<file path="src/rtl/multicycle_control_pkg.sv">
// Shared opcode, state and select encodings for the multi-cycle MIPS controller.
// The control vector struct is the contract between the FSM top and its output decoder.
package mips_ctrl_pkg;

    localparam logic [5:0] OP_RTYPE = 6'h00;
    localparam logic [5:0] OP_J     = 6'h02;
    localparam logic [5:0] OP_BEQ   = 6'h04;
    localparam logic [5:0] OP_BNE   = 6'h05;
    localparam logic [5:0] OP_ADDI  = 6'h08;
    localparam logic [5:0] OP_SLTI  = 6'h0A;
    localparam logic [5:0] OP_ANDI  = 6'h0C;
    localparam logic [5:0] OP_ORI   = 6'h0D;
    localparam logic [5:0] OP_LW    = 6'h23;
    localparam logic [5:0] OP_SW    = 6'h2B;

    localparam logic [2:0] ALU_OP_ADD   = 3'b000;
    localparam logic [2:0] ALU_OP_SUB   = 3'b001;
    localparam logic [2:0] ALU_OP_FUNCT = 3'b010;
    localparam logic [2:0] ALU_OP_AND   = 3'b011;
    localparam logic [2:0] ALU_OP_OR    = 3'b100;
    localparam logic [2:0] ALU_OP_SLT   = 3'b101;

    localparam logic [1:0] ALUSRCB_B      = 2'b00;
    localparam logic [1:0] ALUSRCB_FOUR   = 2'b01;
    localparam logic [1:0] ALUSRCB_IMM    = 2'b10;
    localparam logic [1:0] ALUSRCB_IMM_SH = 2'b11;

    localparam logic [1:0] PCSRC_ALU    = 2'b00;
    localparam logic [1:0] PCSRC_ALUOUT = 2'b01;
    localparam logic [1:0] PCSRC_JUMP   = 2'b10;

    typedef enum logic [3:0] {
        S_IDLE     = 4'd0,
        S_FETCH    = 4'd1,
        S_DECODE   = 4'd2,
        S_MEMADR   = 4'd3,
        S_MEMRD    = 4'd4,
        S_MEMWB    = 4'd5,
        S_MEMWR    = 4'd6,
        S_RTYPE_EX = 4'd7,
        S_ALUWB    = 4'd8,
        S_BRANCH   = 4'd9,
        S_IMM_EX   = 4'd10,
        S_IMMWB    = 4'd11,
        S_JUMP     = 4'd12
    } state_t;

    typedef struct packed {
        logic       pc_write;
        logic       pc_write_beq;
        logic       pc_write_bne;
        logic       i_or_d;
        logic       mem_read;
        logic       mem_write;
        logic       ir_write;
        logic       reg_dst;
        logic       mem_to_reg;
        logic       reg_write;
        logic       alu_src_a;
        logic [1:0] alu_src_b;
        logic [2:0] alu_op;
        logic [1:0] pc_source;
        logic       ext_sign;
    } ctrl_t;

    // andi/ori treat the immediate as an unsigned bit mask
    function automatic logic imm_is_signed(input logic [5:0] op);
        return !(op == OP_ANDI || op == OP_ORI);
    endfunction

endpackage

</file>
<file path="src/rtl/multicycle_control_if.sv">
// Controller <-> datapath bundle: IR opcode and memory handshake in, selects/enables out.
// master = controller side, slave = datapath side.
interface multicycle_control_if #(parameter int CNT_W = 32);
    logic [5:0]       opcode;
    logic             mem_ready;
    logic             pc_write;
    logic             pc_write_beq;
    logic             pc_write_bne;
    logic             i_or_d;
    logic             mem_read;
    logic             mem_write;
    logic             ir_write;
    logic             reg_dst;
    logic             mem_to_reg;
    logic             reg_write;
    logic             alu_src_a;
    logic [1:0]       alu_src_b;
    logic [2:0]       alu_op;
    logic [1:0]       pc_source;
    logic             ext_sign;
    logic             illegal_op;
    logic [CNT_W-1:0] instr_count;
    logic [3:0]       state_dbg;

    modport master (
        input  opcode, mem_ready,
        output pc_write, pc_write_beq, pc_write_bne, i_or_d, mem_read, mem_write,
               ir_write, reg_dst, mem_to_reg, reg_write, alu_src_a, alu_src_b,
               alu_op, pc_source, ext_sign, illegal_op, instr_count, state_dbg
    );

    modport slave (
        output opcode, mem_ready,
        input  pc_write, pc_write_beq, pc_write_bne, i_or_d, mem_read, mem_write,
               ir_write, reg_dst, mem_to_reg, reg_write, alu_src_a, alu_src_b,
               alu_op, pc_source, ext_sign, illegal_op, instr_count, state_dbg
    );
endinterface

</file>
<file path="src/rtl/multicycle_control_outdec.sv">
// Combinational Moore decode of {state, latched opcode} into the datapath control vector.
// Only FETCH looks at mem_ready, to gate the IR and PC loads.
module multicycle_control_outdec
    import mips_ctrl_pkg::*;
(
    input  state_t     state,
    input  logic [5:0] op_q,
    input  logic       mem_ready,
    output ctrl_t      ctrl
);
    always_comb begin
        ctrl          = '0;
        ctrl.ext_sign = 1'b1;
        case (state)
            S_FETCH: begin
                ctrl.mem_read  = 1'b1;
                ctrl.alu_src_b = ALUSRCB_FOUR;
                ctrl.alu_op    = ALU_OP_ADD;
                ctrl.pc_source = PCSRC_ALU;
                ctrl.ir_write  = mem_ready;
                ctrl.pc_write  = mem_ready;
            end
            S_DECODE: begin
                ctrl.alu_src_b = ALUSRCB_IMM_SH;
                ctrl.alu_op    = ALU_OP_ADD;
            end
            S_MEMADR: begin
                ctrl.alu_src_a = 1'b1;
                ctrl.alu_src_b = ALUSRCB_IMM;
                ctrl.alu_op    = ALU_OP_ADD;
            end
            S_MEMRD: begin
                ctrl.mem_read = 1'b1;
                ctrl.i_or_d   = 1'b1;
            end
            S_MEMWB: begin
                ctrl.mem_to_reg = 1'b1;
                ctrl.reg_write  = 1'b1;
            end
            S_MEMWR: begin
                ctrl.mem_write = 1'b1;
                ctrl.i_or_d    = 1'b1;
            end
            S_RTYPE_EX: begin
                ctrl.alu_src_a = 1'b1;
                ctrl.alu_src_b = ALUSRCB_B;
                ctrl.alu_op    = ALU_OP_FUNCT;
            end
            S_ALUWB: begin
                ctrl.reg_dst   = 1'b1;
                ctrl.reg_write = 1'b1;
            end
            S_BRANCH: begin
                ctrl.alu_src_a    = 1'b1;
                ctrl.alu_src_b    = ALUSRCB_B;
                ctrl.alu_op       = ALU_OP_SUB;
                ctrl.pc_source    = PCSRC_ALUOUT;
                ctrl.pc_write_beq = (op_q == OP_BEQ);
                ctrl.pc_write_bne = (op_q == OP_BNE);
            end
            S_IMM_EX: begin
                ctrl.alu_src_a = 1'b1;
                ctrl.alu_src_b = ALUSRCB_IMM;
                ctrl.ext_sign  = imm_is_signed(op_q);
                case (op_q)
                    OP_SLTI: ctrl.alu_op = ALU_OP_SLT;
                    OP_ANDI: ctrl.alu_op = ALU_OP_AND;
                    OP_ORI:  ctrl.alu_op = ALU_OP_OR;
                    default: ctrl.alu_op = ALU_OP_ADD;
                endcase
            end
            S_IMMWB: begin
                // extender mode held so the immediate seen by writeback stays consistent
                ctrl.reg_write = 1'b1;
                ctrl.ext_sign  = imm_is_signed(op_q);
            end
            S_JUMP: begin
                ctrl.pc_source = PCSRC_JUMP;
                ctrl.pc_write  = 1'b1;
            end
            default: ;
        endcase
    end
endmodule

</file>
<file path="src/rtl/multicycle_control.sv">
// Multi-cycle MIPS main control FSM: state register, opcode latch, next-state and retire counter.
// Output selects come from multicycle_control_outdec; illegal_op is flagged from the live opcode in DECODE.
module multicycle_control
    import mips_ctrl_pkg::*;
#(
    parameter int CNT_W = 32
) (
    input  logic                  clk,
    input  logic                  reset,
    multicycle_control_if.master  bus
);
    state_t           state_q, state_d;
    logic [5:0]       op_q, op_d;
    logic [CNT_W-1:0] cnt_q, cnt_d;
    logic             illegal;
    ctrl_t            ctrl;

    always_ff @(posedge clk or posedge reset) begin
        if (reset) begin
            state_q <= S_IDLE;
            op_q    <= '0;
            cnt_q   <= '0;
        end else begin
            state_q <= state_d;
            op_q    <= op_d;
            cnt_q   <= cnt_d;
        end
    end

    always_comb begin
        state_d = state_q;
        op_d    = op_q;
        illegal = 1'b0;
        case (state_q)
            S_IDLE:  state_d = S_FETCH;
            S_FETCH: if (bus.mem_ready) state_d = S_DECODE;
            S_DECODE: begin
                op_d = bus.opcode;
                case (bus.opcode)
                    OP_LW, OP_SW:                       state_d = S_MEMADR;
                    OP_RTYPE:                           state_d = S_RTYPE_EX;
                    OP_BEQ, OP_BNE:                     state_d = S_BRANCH;
                    OP_ADDI, OP_SLTI, OP_ANDI, OP_ORI:  state_d = S_IMM_EX;
                    OP_J:                               state_d = S_JUMP;
                    default: begin
                        state_d = S_FETCH;
                        illegal = 1'b1;
                    end
                endcase
            end
            S_MEMADR:   state_d = (op_q == OP_LW) ? S_MEMRD : S_MEMWR;
            S_MEMRD:    if (bus.mem_ready) state_d = S_MEMWB;
            S_MEMWB:    state_d = S_FETCH;
            S_MEMWR:    if (bus.mem_ready) state_d = S_FETCH;
            S_RTYPE_EX: state_d = S_ALUWB;
            S_ALUWB:    state_d = S_FETCH;
            S_BRANCH:   state_d = S_FETCH;
            S_IMM_EX:   state_d = S_IMMWB;
            S_IMMWB:    state_d = S_FETCH;
            S_JUMP:     state_d = S_FETCH;
            default:    state_d = S_FETCH;
        endcase
    end

    // Every return to FETCH retires one instruction (illegal ones included); leaving IDLE does not.
    always_comb begin
        cnt_d = cnt_q;
        if (state_d == S_FETCH && state_q != S_FETCH && state_q != S_IDLE)
            cnt_d = cnt_q + {{(CNT_W-1){1'b0}}, 1'b1};
    end

    multicycle_control_outdec u_outdec (
        .state     (state_q),
        .op_q      (op_q),
        .mem_ready (bus.mem_ready),
        .ctrl      (ctrl)
    );

    assign bus.pc_write     = ctrl.pc_write;
    assign bus.pc_write_beq = ctrl.pc_write_beq;
    assign bus.pc_write_bne = ctrl.pc_write_bne;
    assign bus.i_or_d       = ctrl.i_or_d;
    assign bus.mem_read     = ctrl.mem_read;
    assign bus.mem_write    = ctrl.mem_write;
    assign bus.ir_write     = ctrl.ir_write;
    assign bus.reg_dst      = ctrl.reg_dst;
    assign bus.mem_to_reg   = ctrl.mem_to_reg;
    assign bus.reg_write    = ctrl.reg_write;
    assign bus.alu_src_a    = ctrl.alu_src_a;
    assign bus.alu_src_b    = ctrl.alu_src_b;
    assign bus.alu_op       = ctrl.alu_op;
    assign bus.pc_source    = ctrl.pc_source;
    assign bus.ext_sign     = ctrl.ext_sign;
    assign bus.illegal_op   = illegal;
    assign bus.instr_count  = cnt_q;
    assign bus.state_dbg    = state_q;
endmodule

</file>
<file path="src/flat_wrapper.sv">
// flat-port wrapper written by rule: the top's interface ports become plain ports
module multicycle_control_flat import mips_ctrl_pkg::*;
#(
    parameter int CNT_W = 32
)
  (clk, reset, bus_opcode, bus_mem_ready, bus_pc_write, bus_pc_write_beq, bus_pc_write_bne, bus_i_or_d, bus_mem_read, bus_mem_write, bus_ir_write, bus_reg_dst, bus_mem_to_reg, bus_reg_write, bus_alu_src_a, bus_alu_src_b, bus_alu_op, bus_pc_source, bus_ext_sign, bus_illegal_op, bus_instr_count, bus_state_dbg);
  multicycle_control_if #(.CNT_W(CNT_W)) bus_i ();
  input  logic clk;
  input  logic reset;
  input wire logic [$bits(bus_i.opcode)-1:0] bus_opcode;
  input wire logic [$bits(bus_i.mem_ready)-1:0] bus_mem_ready;
  output wire logic [$bits(bus_i.pc_write)-1:0] bus_pc_write;
  output wire logic [$bits(bus_i.pc_write_beq)-1:0] bus_pc_write_beq;
  output wire logic [$bits(bus_i.pc_write_bne)-1:0] bus_pc_write_bne;
  output wire logic [$bits(bus_i.i_or_d)-1:0] bus_i_or_d;
  output wire logic [$bits(bus_i.mem_read)-1:0] bus_mem_read;
  output wire logic [$bits(bus_i.mem_write)-1:0] bus_mem_write;
  output wire logic [$bits(bus_i.ir_write)-1:0] bus_ir_write;
  output wire logic [$bits(bus_i.reg_dst)-1:0] bus_reg_dst;
  output wire logic [$bits(bus_i.mem_to_reg)-1:0] bus_mem_to_reg;
  output wire logic [$bits(bus_i.reg_write)-1:0] bus_reg_write;
  output wire logic [$bits(bus_i.alu_src_a)-1:0] bus_alu_src_a;
  output wire logic [$bits(bus_i.alu_src_b)-1:0] bus_alu_src_b;
  output wire logic [$bits(bus_i.alu_op)-1:0] bus_alu_op;
  output wire logic [$bits(bus_i.pc_source)-1:0] bus_pc_source;
  output wire logic [$bits(bus_i.ext_sign)-1:0] bus_ext_sign;
  output wire logic [$bits(bus_i.illegal_op)-1:0] bus_illegal_op;
  output wire logic [$bits(bus_i.instr_count)-1:0] bus_instr_count;
  output wire logic [$bits(bus_i.state_dbg)-1:0] bus_state_dbg;
  assign bus_i.opcode = bus_opcode;
  assign bus_i.mem_ready = bus_mem_ready;
  assign bus_pc_write = bus_i.pc_write;
  assign bus_pc_write_beq = bus_i.pc_write_beq;
  assign bus_pc_write_bne = bus_i.pc_write_bne;
  assign bus_i_or_d = bus_i.i_or_d;
  assign bus_mem_read = bus_i.mem_read;
  assign bus_mem_write = bus_i.mem_write;
  assign bus_ir_write = bus_i.ir_write;
  assign bus_reg_dst = bus_i.reg_dst;
  assign bus_mem_to_reg = bus_i.mem_to_reg;
  assign bus_reg_write = bus_i.reg_write;
  assign bus_alu_src_a = bus_i.alu_src_a;
  assign bus_alu_src_b = bus_i.alu_src_b;
  assign bus_alu_op = bus_i.alu_op;
  assign bus_pc_source = bus_i.pc_source;
  assign bus_ext_sign = bus_i.ext_sign;
  assign bus_illegal_op = bus_i.illegal_op;
  assign bus_instr_count = bus_i.instr_count;
  assign bus_state_dbg = bus_i.state_dbg;
  multicycle_control #(.CNT_W(CNT_W)) u_core (.clk(clk), .reset(reset), .bus(bus_i));
endmodule
</file>
<file path="config.mk">
export PLATFORM = sky130hd
export DESIGN_NAME = multicycle_control_flat
export DESIGN_NICKNAME = d
export VERILOG_FILES = /design/src/rtl/multicycle_control_pkg.sv /design/src/rtl/multicycle_control_if.sv /design/src/rtl/multicycle_control_outdec.sv /design/src/rtl/multicycle_control.sv /design/src/flat_wrapper.sv
export SDC_FILE = /design/constraint.sdc
export NUM_CORES = 1
export LEC_CHECK = 0
export BUFFER_PORTS_ARGS = -buffer_cell sky130_fd_sc_hd__clkbuf_2
export CAP_MARGIN = 20
export CORE_ASPECT_RATIO = 0.75
export CORE_MARGIN = 5
export CORE_UTILIZATION = 25
export CTS_CLUSTER_DIAMETER = 40
export DETAILED_ROUTE_END_ITERATION = 6
export HOLD_SLACK_MARGIN = 0.02
export PLACE_DENSITY = 0.49
export SLEW_MARGIN = 25
export SYNTH_ARGS = -nofsm -noshare
export SYNTH_HDL_FRONTEND = slang
export SYNTH_HIERARCHICAL = 1
export SYNTH_SLANG_ARGS = --single-unit
</file>
<file path="constraint.sdc">
create_clock -name clk -period 5.1 [get_ports clk]
set_input_delay 0.255 -clock clk [delete_from_list [all_inputs] [get_ports clk]]
set_output_delay 0.255 -clock clk [all_outputs]
set_load 0.01 [all_outputs]
</file>
==> impl_metrics.tcl <==
set metrics [dict create \
    status "finished clean" \
    vias 1999 \
    num-fill-cells 1015 \
    die_h_um 96.1 \
    first_pass_iters 4 \
    fin_area_um2 3060 \
    die_w_um 125 \
    tightest_slew_ns 0.903 \
    cp_top_family "simple AND/OR/NAND/NOR gates" \
    setup_slack_ns 2.31 \
    slowest_stage "nor3_2" \
    drt_iter0_drc 61 \
    wire_per_inst_um 14.3 \
    dp.cells 427 \
    crit_type "flip-flop to flip-flop" \
    setup_violations 0 \
    gp_congestion 0.844 \
    cp-start-kind "flip-flop" \
    grt_pass1_wl_um 10200 \
    synth_edf_count 0 \
    crit_path_end_kind "flip-flop" \
    fmaxAchievable_ghz 0.358 \
    area_growth_pct 23.9 \
    clkSlewWorstSetupHoldPaths_ns 0.06 \
    dp_hpwl_um 4500 \
    vias_per_cell 4.60 \
    irDropWorstVdd_mv 0.213 \
    yosysTopAreaCell "dfrtp_1" \
    cp_common_cell "nor3_2" \
    clock_path_buffers 2 \
    worstPathCellList "nand2b_1, nor3_2, o211ai_1, o311ai_1, nor3_2, mux2_2" \
    synth_cell_types 55 \
    drive_gt1_share_pct 33.3 \
    yosys.area.top_type_share_pct 42.6 \
    cts_setup_buffers 0 \
    finalNetCount 312 \
    cp_max_fo 18 \
    cts_resized 0 \
    ys_ff_latch 42 \
    skew_ns 0.00626 \
    cts_root_buf "clkbuf_16" \
    rsz0062_at_grt "false" \
    post-route-period-util_pct 54.7 \
    fin_crit_ns 2.79 \
    grt_pass1_vias 1937 \
    antenna_found_initial 0 \
    power_frac_clock_pct 25.9 \
    setup_tns_ns 0 \
    cts_num_sinks 42 \
    design.die.area_um2 12000 \
    power_frac_comb_pct 36.1 \
    cts_tree "yes" \
    syn_inst 243 \
    synth_fp_nets 253 \
    slowest_delay_ns 0.81 \
    grt_max_degree 43 \
    required_ns 5.27 \
    diodes 0 \
    ys_dominant_reg_cell "dfrtp_1" \
    p_leak_uw 0.00141 \
    place_ws_ns 2.32 \
    cts_made_buffers 5 \
    start_util_pct 25.6 \
    overflow 0 \
    final_antenna_net_count 0 \
    io_pins 65 \
    rows 31 \
    yosys_warnings 6 \
    worstSkewPairLatency_ns 0.28 \
    syn-cell-area_um2 2470 \
    instances_no_fill 435 \
    synth_area_leaders "dfrtp_1 43%, xnor2_1 8.9%, xor2_1 3.5%" \
    wl_um 6210 \
    swShare_pct 40.8 \
    critPathBufInv 0 \
    switchingPower_uw 567 \
    powerDensity_nw_per_um2 454 \
    cell_internal_pwr_uw 822 \
    drcViolationCount 0 \
    grt_use_total_pct 10.5 \
    relSlewSlack_pct 39.5 \
    ys_async_sr_fraction_pct 100 \
    port_buffers 64 \
    hold_buffers 0 \
    crit_arrival_ns 2.96 \
    placed_cell_area_um2 2900 \
    drv_cap 0 \
    p_seq_share_pct 38.1 \
    slew_viol_final 0 \
    syn_area_per_cell_um2 10.2 \
    hp-class "primary input to async pin" \
    fp.coreArea_um2 9660 \
    htree_levels 2 \
    ys_seq_area_share_pct 42.6 \
    hold_viol_final 0 \
    hold_slack_ns 0.0906 \
]
through the flow:
stage / utilization [%] / total power (uW)
2_1_floorplan: - / 875
3_3_place_gp: 30.0 / 1040
3_5_place_dp: 30.0 / 1040
4_1_cts: 31.7 / 1410
5_1_grt: 31.7 / 1490
6_report: 31.7 / 1390
cells in the final DEF (no fill, tap or decap), types with 4 or more instances in the layout:
cell,n
xnor2_1,25
and3_1,4
nand2b_1,5
a21oi_1,8
xor2_1,10
nand2_1,14
nand3_1,16
nor3_1,8
mux2_2,7
nand4_1,11
nor4_1,4
clkbuf_2,64
dfrtp_1,42
inv_1,10
nor3_2,8
nor2_1,12
clkbuf_16,5
metal layers:
layer | track usage [%] | wire length [um] | vias up
met1 | 15.4 | 3260 | 950
met3 | 2.83 | 284 | 7
li1 | - | - | 997
met4 | 3.74 | 76 | 0
met5 | 0 | 0 | -
met2 | 14.8 | 2590 | 45
power groups by stage:
stage / Combinational (uW) / Clock (uW) / Sequential (uW)
3_5_place_dp: 507 / 0 / 535
5_1_grt: 558 / 383 / 548
4_1_cts: 510 / 373 / 528
3_3_place_gp: 510 / 0 / 530
2_1_floorplan: 397 / 0 / 479
6_report: 501 / 359 / 529
cell type report:
type                       count  area (um2)  area share (%)
multi-input combinational    178        1310            42.9
clock buffer                   5         125            4.09
inverter                      10        37.5            1.23
timing repair buffer          65         328            10.7
tap                          132         165            5.40
clock inverter                 3        40.0            1.31
sequential                    42        1050            34.3
flip-flops by register name, summed over array words and instances, names as in the netlist:
register and count:
u_core/bus.instr_count 32, u_core/bus.state_dbg 4, u_core/op_q 6
tightest hold or removal path, delay by kind of cell:
kind / cells / cell delay (ns)
buffers and inverters: 3 / 0.57
synth_stat cells, types with 2 or more instances:
master	number
and2_1	3
nor4_1	4
dfrtp_1	42
nor3_2	8
clkbuf_1	3
nand3b_1	3
and4_1	3
o211ai_1	2
o41ai_1	2
nand4_1	11
a21oi_1	8
nor2_1	12
o22ai_1	2
inv_1	10
nor3_1	8
nand2b_1	5
xnor2_1	25
mux2_2	7
xor2_1	10
and3_1	4
or4_4	2
nand2_1	14
buf_2	8
nand3_1	16
path summary, 6_finish.rpt:
check,cells past startpoint,startpoint,end,slack (ns)
max in group asynchronous,3,reset,u_core/bus.instr_count[6]$_DFFE_PP0P_,4.62
min in group clk,2,bus_opcode[3],u_core/op_q[3]$_DFFE_PP0P_,0.29
hold reg to reg,1,u_core/bus.instr_count[31]$_DFFE_PP0P_,u_core/bus.instr_count[31]$_DFFE_PP0P_,0.47
setup / recovery,6,u_core/bus.state_dbg[3]$_DFF_PP0_,u_core/bus.instr_count[1]$_DFFE_PP0P_,2.31
hold / removal,3,reset,u_core/bus.instr_count[28]$_DFFE_PP0P_,0.09
setup reg to reg,6,u_core/bus.state_dbg[3]$_DFF_PP0_,u_core/bus.instr_count[1]$_DFFE_PP0P_,2.31
cell families after synthesis:
logic type                 Yosys count  share of synthesized area [%]
buffers and inverters               23                           4.26
and+or+nand+nor                    107                           28.4
AOI/OAI and AO/OA                   27                           8.31
adders and majority gates            1                          0.507
muxes                                8                           3.60
DFF                                 42                           42.6
xor gates and xnor gates            35                           12.4
Note: power is estimated with default switching activity, not from simulation.
